$ cat src/rtl/if_stage.sv
// Instruction fetch: pre-IF nextpc generation, sync instruction SRAM access, {inst, pc} hand-off to ID.
// Latency: nextpc presented in cycle t, {inst, pc} valid to ID in cycle t+1; 1 instr/cycle when ID accepts.
// Backpressure: ds_allowin=0 holds fs_pc, stops SRAM reads and parks the fetched word in a 1-entry buffer.
module if_stage #(
   parameter logic [31:0] RESET_PC   = 32'h1c00_0000,
   parameter int          FS_TO_DS_W = 64
) (
   input  logic                  clk,
   input  logic                  reset,
   input  logic                  ds_allowin,
   input  logic                  br_taken,
   input  logic [31:0]           br_target,
   output logic                  fs_to_ds_valid,
   output logic [FS_TO_DS_W-1:0] fs_to_ds_bus,
   output logic                  inst_sram_en,
   output logic                  inst_sram_we,
   output logic [31:0]           inst_sram_addr,
   output logic [31:0]           inst_sram_wdata,
   input  logic [31:0]           inst_sram_rdata
);

   typedef struct packed {
      logic [31:0] inst;
      logic [31:0] pc;
   } fs_to_ds_t;

   logic        to_fs_valid;
   logic [31:0] seq_pc;
   logic [31:0] nextpc;
   logic        fs_valid;
   logic        fs_allowin;
   logic        fs_ready_go;
   logic [31:0] fs_pc;
   logic [31:0] fs_inst;
   logic        rdata_fresh;
   logic [31:0] inst_buf;
   logic        inst_buf_valid;
   logic        buf_capture;
   logic        buf_clear;
   fs_to_ds_t   fs_to_ds_dat;

   // Pre-IF: pick the next fetch address; a redirect from ID wins over sequential flow.
   always_comb begin
      to_fs_valid = ~reset;
      seq_pc      = fs_pc + 32'd4;
      nextpc      = br_taken ? br_target : seq_pc;
   end

   // IF handshake: a redirect always frees IF because its current instruction is wrong-path.
   always_comb begin
      fs_ready_go    = 1'b1;
      fs_allowin     = ~fs_valid | (fs_ready_go & ds_allowin) | br_taken;
      fs_to_ds_valid = fs_valid & fs_ready_go & ~br_taken;
   end

   // SRAM request: read only when the result can be latched into IF next cycle.
   always_comb begin
      inst_sram_en    = to_fs_valid & fs_allowin;
      inst_sram_we    = 1'b0;
      inst_sram_addr  = nextpc;
      inst_sram_wdata = 32'd0;
   end

   // Buffer control: capture the fresh read only once while ID stalls; a hand-off or redirect drops it.
   always_comb begin
      buf_capture = fs_valid & rdata_fresh & ~ds_allowin & ~br_taken & ~inst_buf_valid;
      buf_clear   = (fs_valid & ds_allowin) | br_taken;
   end

   // Instruction source: the buffer is authoritative once filled, since SRAM output is not held.
   always_comb begin
      fs_inst           = inst_buf_valid ? inst_buf : inst_sram_rdata;
      fs_to_ds_dat.inst = fs_inst;
      fs_to_ds_dat.pc   = fs_pc;
      fs_to_ds_bus      = fs_to_ds_dat;
   end

   // IF valid bit: refills whenever IF can accept a new instruction.
   always_ff @(posedge clk) begin
      if (reset) begin
         fs_valid <= 1'b0;
      end else if (fs_allowin) begin
         fs_valid <= to_fs_valid;
      end
   end

   // IF PC: reset value sits one word before RESET_PC so the first sequential fetch lands on it.
   always_ff @(posedge clk) begin
      if (reset) begin
         fs_pc <= RESET_PC - 32'd4;
      end else if (to_fs_valid & fs_allowin) begin
         fs_pc <= nextpc;
      end
   end

   // Marks the one cycle in which inst_sram_rdata belongs to fs_pc.
   always_ff @(posedge clk) begin
      if (reset) begin
         rdata_fresh <= 1'b0;
      end else begin
         rdata_fresh <= inst_sram_en;
      end
   end

   // One-entry instruction buffer for ID stalls.
   always_ff @(posedge clk) begin
      if (reset || buf_clear) begin
         inst_buf_valid <= 1'b0;
      end else if (buf_capture) begin
         inst_buf_valid <= 1'b1;
         inst_buf       <= inst_sram_rdata;
      end
   end

endmodule

$ cat config.mk
export PLATFORM = sky130hd
export DESIGN_NAME = if_stage
export DESIGN_NICKNAME = d
export VERILOG_FILES = /design/src/rtl/if_stage.sv
export SDC_FILE = /design/constraint.sdc
export NUM_CORES = 1
export LEC_CHECK = 0
export BUFFER_PORTS_ARGS = -buffer_cell sky130_fd_sc_hd__buf_2
export CORE_ASPECT_RATIO = 1.75
export CORE_MARGIN = 1
export CORE_UTILIZATION = 45
export CTS_BUF_LIST = sky130_fd_sc_hd__clkbuf_8
export DETAILED_ROUTE_END_ITERATION = 16
export GPL_TIMING_DRIVEN = 0
export PLACE_DENSITY = 0.85
export REMOVE_ABC_BUFFERS = 1
export SYNTH_ARGS = -nofsm -noshare
export SYNTH_HDL_FRONTEND = slang
export SYNTH_SLANG_ARGS = --single-unit
$ cat constraint.sdc
create_clock -name clk -period 10.5 [get_ports clk]
set_clock_uncertainty 0.2 [all_clocks]
set_input_delay 0 -clock clk [delete_from_list [all_inputs] [get_ports clk]]
set_output_delay 0 -clock clk [all_outputs]
set_load 0.02 [all_outputs]
**Word-level counts from Yosys, hierarchy flattened**

Index checks and enable logic that the tools add are counted.
Widths: inputs -> output; s select.

- Output and inout bits: 131
- Register bits: 67
- Input bits: 68

- Multiplexer cells: 2
- Reduce and logical (&&, ||, !) cells: 2
- Add/subtract/negate cells: 1
- Bitwise gates (word level): 16

Operators by type and width:

| cell | number |
|---|---|
| $mux 32 | 2 |
| $add 32x3->32 const B | 1 |
| $and 1x1->1 | 7 |
| $not 1->1 | 6 |
| $or 1x1->1 | 3 |
| $reduce_and 2->1 | 1 |
| $logic_or 1x1->1 | 1 |

**Longest topological paths before layout**

Gate-level depths: netlist of the first run.

- Word-level depth: 5
- Mapped depth: 7

**Worst setup path after synthesis of the first run**

OpenSTA, ideal clock, no wires.

- Kind: register -> register
- Start point: register fs_valid
- End point: register inst_buf[0], enable pin
- Clock period less this slack: 5.145 ns
- Library setup time: 0.513 ns
- Required time: 9.787 ns
- Cell stages (with the launch flop): 5
- Setup slack: 5.355 ns
- Arrival: 4.432 ns
- Path through: dfxtp_1 > nor2b_1 > nand2b_1 > clkbuf_1 > nor4b_1

- Longest elaborated chain between the ends: 5

Ends and longest elaborated chain:

| item | line | text |
|---|---|---|
| from (decl) | 30 | `logic fs_valid;` |
| from (signal assigned) | 83 | `fs_valid <= to_fs_valid;` |
| $and 1x1->1, on equally long branches | 66, 67 |  |
| $and 1x1->1 or $or 1x1->1 (tied branches) | 66, 67 |  |
| $and 1x1->1 or $logic_or 1x1->1 (tied branches) | 66, 107 |  |
| $and 1x1->1 or $not 1->1 (tied branches) | - |  |
| $reduce_and 2->1 (no source line) * | - |  |
| to (signal assigned) | 111 | `inst_buf <= inst_sram_rdata;` |
| to (decl) | 36 | `logic [31:0] inst_buf;` |

Mark *: on every way between the ends. The rest lies on a longest branch, timed or not.
A chain may end at the register's enable or synchronous reset.

**Final worst setup path of the first run**

- Start point: input br_taken
- End point: output inst_sram_addr[16]

- Longest elaborated chain between the ends: 1

Ends and longest elaborated chain:

| item | line | text |
|---|---|---|
| from (decl) | 11 | `input logic br_taken,` |
| $mux 32 | 46 | `nextpc = br_taken ? br_target : seq_pc;` |
| to (decl) | 17 | `output logic [31:0] inst_sram_addr,` |

Every way passes these cells.

==> flow_summary.json, run 1 <==
{
  "status": "finished, final reports clean",
  "ctsLongestPathBuffers": 2,
  "seqCellArea_mm2": 0.001663,
  "hold_class": "input pin to register",
  "synth_fa_ha_area_frac": 0.002895,
  "grt_pass1_vias": 4644,
  "ys.flop_type": "dfxtp_1",
  "syn-instance-count": 481,
  "place_area_mm2": 0.005100,
  "avgRoutedWirePerCell_um": 18.04,
  "power.leakage_nw": 2.522,
  "required_ns": 10.30,
  "grt_use_total": 0.2911,
  "synth_top_area_cell": "edfxtp_1",
  "min_period_over_period": 0.3118,
  "worstMarginPinSlew_ns": 1.200,
  "multiInputGateArea_mm2": 0.002390,
  "slew_viol_final": 0,
  "synthMuxAreaShare": 0.09873,
  "clkTransAtPathRegs_ns": 0.08,
  "relSlewSlack": 0.1985,
  "synth_top_family_by_area": "simple AND/OR/NAND/NOR gates",
  "setup_violations": 0,
  "synth_most_common_cell": "mux2_2",
  "synth_compound_area_frac": 0.1561,
  "cts-root-buf": "clkbuf_8",
  "combinationalPowerShare": 0.293,
  "ant_nets": 0,
  "io_pins": 199,
  "internal_power_w": 0.0005309,
  "initial_core_util": 0.4593,
  "worstSetupEndpointType": "output pin",
  "p_sw_frac": 0.3392,
  "cts_made_buffers": 9,
  "fillers": 755,
  "num_rows": 47,
  "hold_ws_ns": 0.03519,
  "grt_pass1_wl_um": 23280,
  "die_h_um": 131.6,
  "grt_max_degree": 61,
  "worstSetupStartpointType": "input pin",
  "cap_violations": 0,
  "fin_total_pwr_w": 0.0008034,
  "finalHoldViolations": 0,
  "dieArea_mm2": 0.01002,
  "drive_gt1_frac": 0.3458,
  "fin_tns_setup_ns": 0,
  "fmax_mhz": 305.5,
  "p_switching_w": 0.0002725,
  "synth_xor_area_frac": 0.01824,
  "power_density_mw_per_mm2": 133.9,
  "p_clk_frac": 0.326,
  "r2r_slack_ns": 7.75,
  "fin_nets": 761,
  "h-tree-depth": 3,
  "synth_edf_count": 32,
  "antenna_found_initial": 0,
  "ir_worst_vdd_uv": 67.05,
  "drt-initial-drc-count": 291,
  "seqPwrFrac": 0.380,
  "critPathKind": "input pin to output pin",
  "dr.pass1.iters": 5,
  "rsz0062_at_grt": "false",
  "hpwl_um": 9561,
  "gp_congestion": 0.8048,
  "cp_max_fo": 60,
  "grt_overflow": 0,
  "synth-seq-area-share": 0.3845,
  "postRouteWirelength_um": 14780,
  "fin_area_mm2": 0.005998,
  "ys_seq_elements": 67,
  "synth_area_mm2": 0.004322,
  "yosysTopAreaCellShare": 0.2224,
  "crit_arrival_ns": 3.07,
  "core_mm2": 0.009409,
  "synthToLayoutAreaGrowth_pct": 38.80,
  "cts_num_sinks": 67,
  "postSynthAreaPerCell_um2": 8.985,
  "async_flop_share": 0,
  "clock_latency_ns": 0.35,
  "ys_warn_count": 0,
  "portBuffers": 165,
  "route.detailed.drc": 0,
  "viasPerCell": 5.811,
  "n_antenna_cell": 0,
  "synthTopCellsByCount": "mux2_2, nor2_1, dfxtp_1, buf_4, edfxtp_1",
  "synth-simple-area-share": 0.2432,
  "cts_tree": "built",
  "synth_area_leaders": "edfxtp_1, dfxtp_1, mux2_2",
  "vias": 4759,
  "yosysUniqueCellTypes": 54,
  "die_w_um": 76.08,
  "min_period_ns": 3.274,
  "cts.repair.resized": 0
}
==> state kept, by name (all words and copies together), names as in the netlist <==
name and cells:
fs_pc 32, inst_buf 32, fs_valid 1, inst_buf_valid 1, rdata_fresh 1
==> worst max-delay path: stages <==
cell      delay [ns]
buf_2           0.81
clkinv_1        1.23
and4_1          0.62
nor3_1          0.17
buf_2           0.20
==> per-layer routing <==
metal / vias up / wire, um / GRT usage / share of wire
met5: - / 0 / 0 / 0
met4: 0 / 479 / 0.1421 / 0.032
met3: 36 / 1212 / 0.06528 / 0.082
met2: 304 / 7601 / 0.5318 / 0.51
met1: 2254 / 5485 / 0.3103 / 0.37
li1: 2165 / - / - / -
==> cell type report <==
class | count | area share
multi-input cells | 370 | 0.3984
flip-flops and latches | 67 | 0.2772
repair buffers | 235 | 0.2530
well taps | 122 | 0.02545
clock buffers | 9 | 0.02065
inverters | 9 | 0.005632
clock inverters | 7 | 0.01961
==> final timing paths <==
path,startpoint,to,cells after the start
min reg2reg,fs_valid,inst_buf_valid,1
min,reset,rdata_fresh,2
max reg2reg,fs_pc[4],fs_pc[25],4
max,br_taken,inst_sram_addr[16],5
==> cell usage in the layout (no fill, tap or decap), drive strengths merged, types with 11 or more instances in the layout <==
| cell | netlist | routed |
|---|---|---|
| a21oi | 14 | 14 |
| a31oi | 14 | 14 |
| buf | 43 | 170 |
| conb | 1 | 33 |
| dfxtp | 35 | 35 |
| dlygate4sd3 | 0 | 65 |
| edfxtp | 32 | 32 |
| mux2 | 37 | 37 |
| nand2 | 24 | 24 |
| nand2b | 11 | 11 |
| nand3 | 20 | 20 |
| nand4 | 17 | 17 |
| nor2 | 36 | 36 |
| nor3 | 28 | 28 |
| o21ai | 13 | 13 |
==> cell families (layout without fill, tap and decap cells) <==
group | count (synthesis) | after routing
multiplexers | 38 | 38
AND/OR/NAND/NOR | 195 | 195
flip-flops | 67 | 67
buffers and inverters | 76 | 260
AO/OA/AOI/OAI | 94 | 94
adder cells (fa/ha/maj) | 1 | 1
other | 1 | 33
XOR/XNOR | 9 | 9
==> metrics by stage <==
stage                 util  cells  setup WS, ns
floorplan                -    446         5.359
global placement    0.5358    733         4.697
detailed placement  0.5420    738         7.053
CTS                 0.6368    819         7.237
global route        0.6375    819         7.021
finish              0.6375    819         7.226
==> power groups by stage <==
stage	Combinational (W)	Clock (W)	Sequential [W]
2_1_floorplan	0.000123	0	0.000318
3_3_place_gp	0.000204	0	0.000309
3_5_place_dp	0.000211	0	0.000310
4_1_cts	0.000231	0.000265	0.000305
5_1_grt	0.000252	0.000276	0.000307
6_report	0.000236	0.000262	0.000306
==> what timing repair did <==
| action | 4_1_cts | 5_1_grt |
|---|---|---|
| hold buffers | 65 | 0 |
| setup buffers | 0 | 0 |
| endpoints found under the hold margin | 66 | 0 |
Note: power is estimated with default switching activity, not from simulation.
==> inputs of run 2 (changes only) <==
CORE_UTILIZATION = 44   (was 45)
PLACE_DENSITY = 0.87   (was 0.85)
clock period = 3 ns   (was 10.5 ns; I/O delays follow)
==> flow_summary.json, run 2 (same netlist as run 1, synthesis figures left out) <==
{
  "rsz0062_at_grt": "false",
  "hold_ws_ns": 0.03018,
  "p_switching_w": 0.0009639,
  "layout_common_cells": "buf_2, dlygate4sd3_1, mux2_2",
  "power_density_mw_per_mm2": 443.4,
  "route.detailed.drc": 0,
  "cts_tree": "built",
  "n_antenna_cell": 0,
  "reg.largest.list": "fs_pc (32), inst_buf (32)",
  "vias": 4725,
  "antenna_found_initial": 0,
  "pre_cts_slack_ns": -0.4133,
  "relSlewSlack": 0.2102,
  "drive_gt1_frac": 0.3562,
  "cts-root-buf": "clkbuf_8",
  "io_pins": 199,
  "die_w_um": 76.92,
  "worstSetupEndpointType": "output pin",
  "postRouteWirelength_um": 14810,
  "min_period_over_period": 0.9644,
  "cap_violations": 0,
  "grt_use_total": 0.2857,
  "p_clk_frac": 0.282,
  "min_period_ns": 2.893,
  "cts_made_buffers": 9,
  "dieArea_mm2": 0.01024,
  "combinationalPowerShare": 0.315,
  "clock_latency_ns": 0.35,
  "fmax_mhz": 345.6,
  "required_ns": 2.80,
  "ant_nets": 0,
  "gp_congestion": 0.8608,
  "fin_nets": 763,
  "num_rows": 47,
  "ctsLongestPathBuffers": 2,
  "grt_pass1_vias": 4673,
  "layoutNonFillerInstCount": 821,
  "initial_core_util": 0.4536,
  "hpwl_um": 9405,
  "slew_viol_final": 0,
  "post-place-cells": 738,
  "clkTransAtPathRegs_ns": 0.08,
  "ir_worst_vdd_uv": 237.7,
  "avgRoutedWirePerCell_um": 18.04,
  "seqPwrFrac": 0.403,
  "power.leakage_nw": 2.507,
  "dr.pass1.iters": 5,
  "setup_violations": 0,
  "grt_max_degree": 61,
  "portBuffers": 165,
  "h-tree-depth": 3,
  "die_h_um": 133.1,
  "fin_ws_ns": 0.1068,
  "crit_arrival_ns": 2.69,
  "synthToLayoutAreaGrowth_pct": 38.80,
  "hold_class": "input pin to register",
  "grt_overflow": 0,
  "p_sw_frac": 0.3625,
  "drt-initial-drc-count": 280,
  "internal_power_w": 0.001695,
  "core_mm2": 0.009527,
  "grt_pass1_wl_um": 23030,
  "cp_max_fo": 15,
  "finalHoldViolations": 0,
  "viasPerCell": 5.755,
  "critPathKind": "register to output pin",
  "layout_commonest_cell": "buf_2",
  "worstMarginPinSlew_ns": 1.182,
  "worstSetupStartpointType": "register",
  "status": "finished, final reports clean",
  "cts_num_sinks": 67
}
-- run 2: cell types whose count changed in the layout (fill, tap and decap cells not counted), sizes merged --
cell	before	now
buf	170	172
bufinv	3	1
clkinv	2	1
clkinvlp	2	5
-- run 2: final timing paths --
check	from	end	slack, ns	cells past startpoint
worst max-delay path	fs_pc[5]	inst_sram_addr[25]	0.11	5
worst min-delay path	reset	rdata_fresh	0.03	2
worst max register to register	fs_valid	fs_pc[15]	0.25	4
worst min register to register	fs_valid	inst_buf_valid	0.33	1
-- run 2: worst max-delay path, stage by stage (launching register included) --
cell     delay, ns
dfxtp_1       0.50
nand4_4       0.27
or4_4         0.70
or4_4         0.52
a31oi_1       0.17
buf_2         0.19
-- run 2: what timing repair did --
| item | in CTS | in global routing |
|---|---|---|
| pin swaps | 1 | 1 |
| resized for setup | 4 | 4 |
| buffers inserted | 2 | 0 |
| gates cloned | 0 | 0 |
| hold buffers | 65 | 0 |
| hold endpoints to repair | 66 | 0 |
| setup endpoints to repair | 17 | 5 |
-- run 2: per-stage QoR --
| step | utilization | power, W | instance area, um2 | TNS, ns |
|---|---|---|---|---|
| floorplan | - | 0.001545 | 4063 | -68.50 |
| global placement | 0.5292 | 0.001793 | 5041 | -93.06 |
| detailed placement | 0.5353 | 0.001823 | 5100 | -1.991 |
| CTS | 0.6277 | 0.002623 | 5979 | 0 |
| global route | 0.6296 | 0.002761 | 5998 | 0 |
| finish | 0.6296 | 0.002659 | 5998 | 0 |
-- run 2: power by group through the flow --
stage               combinational [W]  clock (W)  sequential [W]
detailed placement           0.000738          0         0.00108
global placement             0.000712          0         0.00108
floorplan                    0.000432          0         0.00111
finish                       0.000839   0.000749         0.00107
CTS                          0.000813   0.000744         0.00107
global route                 0.000899   0.000784         0.00108
-- run 2: metal layers --
| metal | vias up | routed length [um] | GRT usage |
|---|---|---|---|
| met3 | 60 | 1230 | 0.06438 |
| met1 | 2200 | 5417 | 0.3038 |
| met5 | - | 0 | 0 |
| met2 | 302 | 7490 | 0.5064 |
| met4 | 0 | 676 | 0.1720 |
| li1 | 2163 | - | - |
-- run 2: cell type report --
class	count	area [um2]
repair buffers	237	1533
inverters	9	35.03
clock inverters	7	71.32
clock buffers	9	123.9
fillers	787	3528
flip-flops and latches	67	1664
multi-input cells	370	2419
well taps	122	152.6
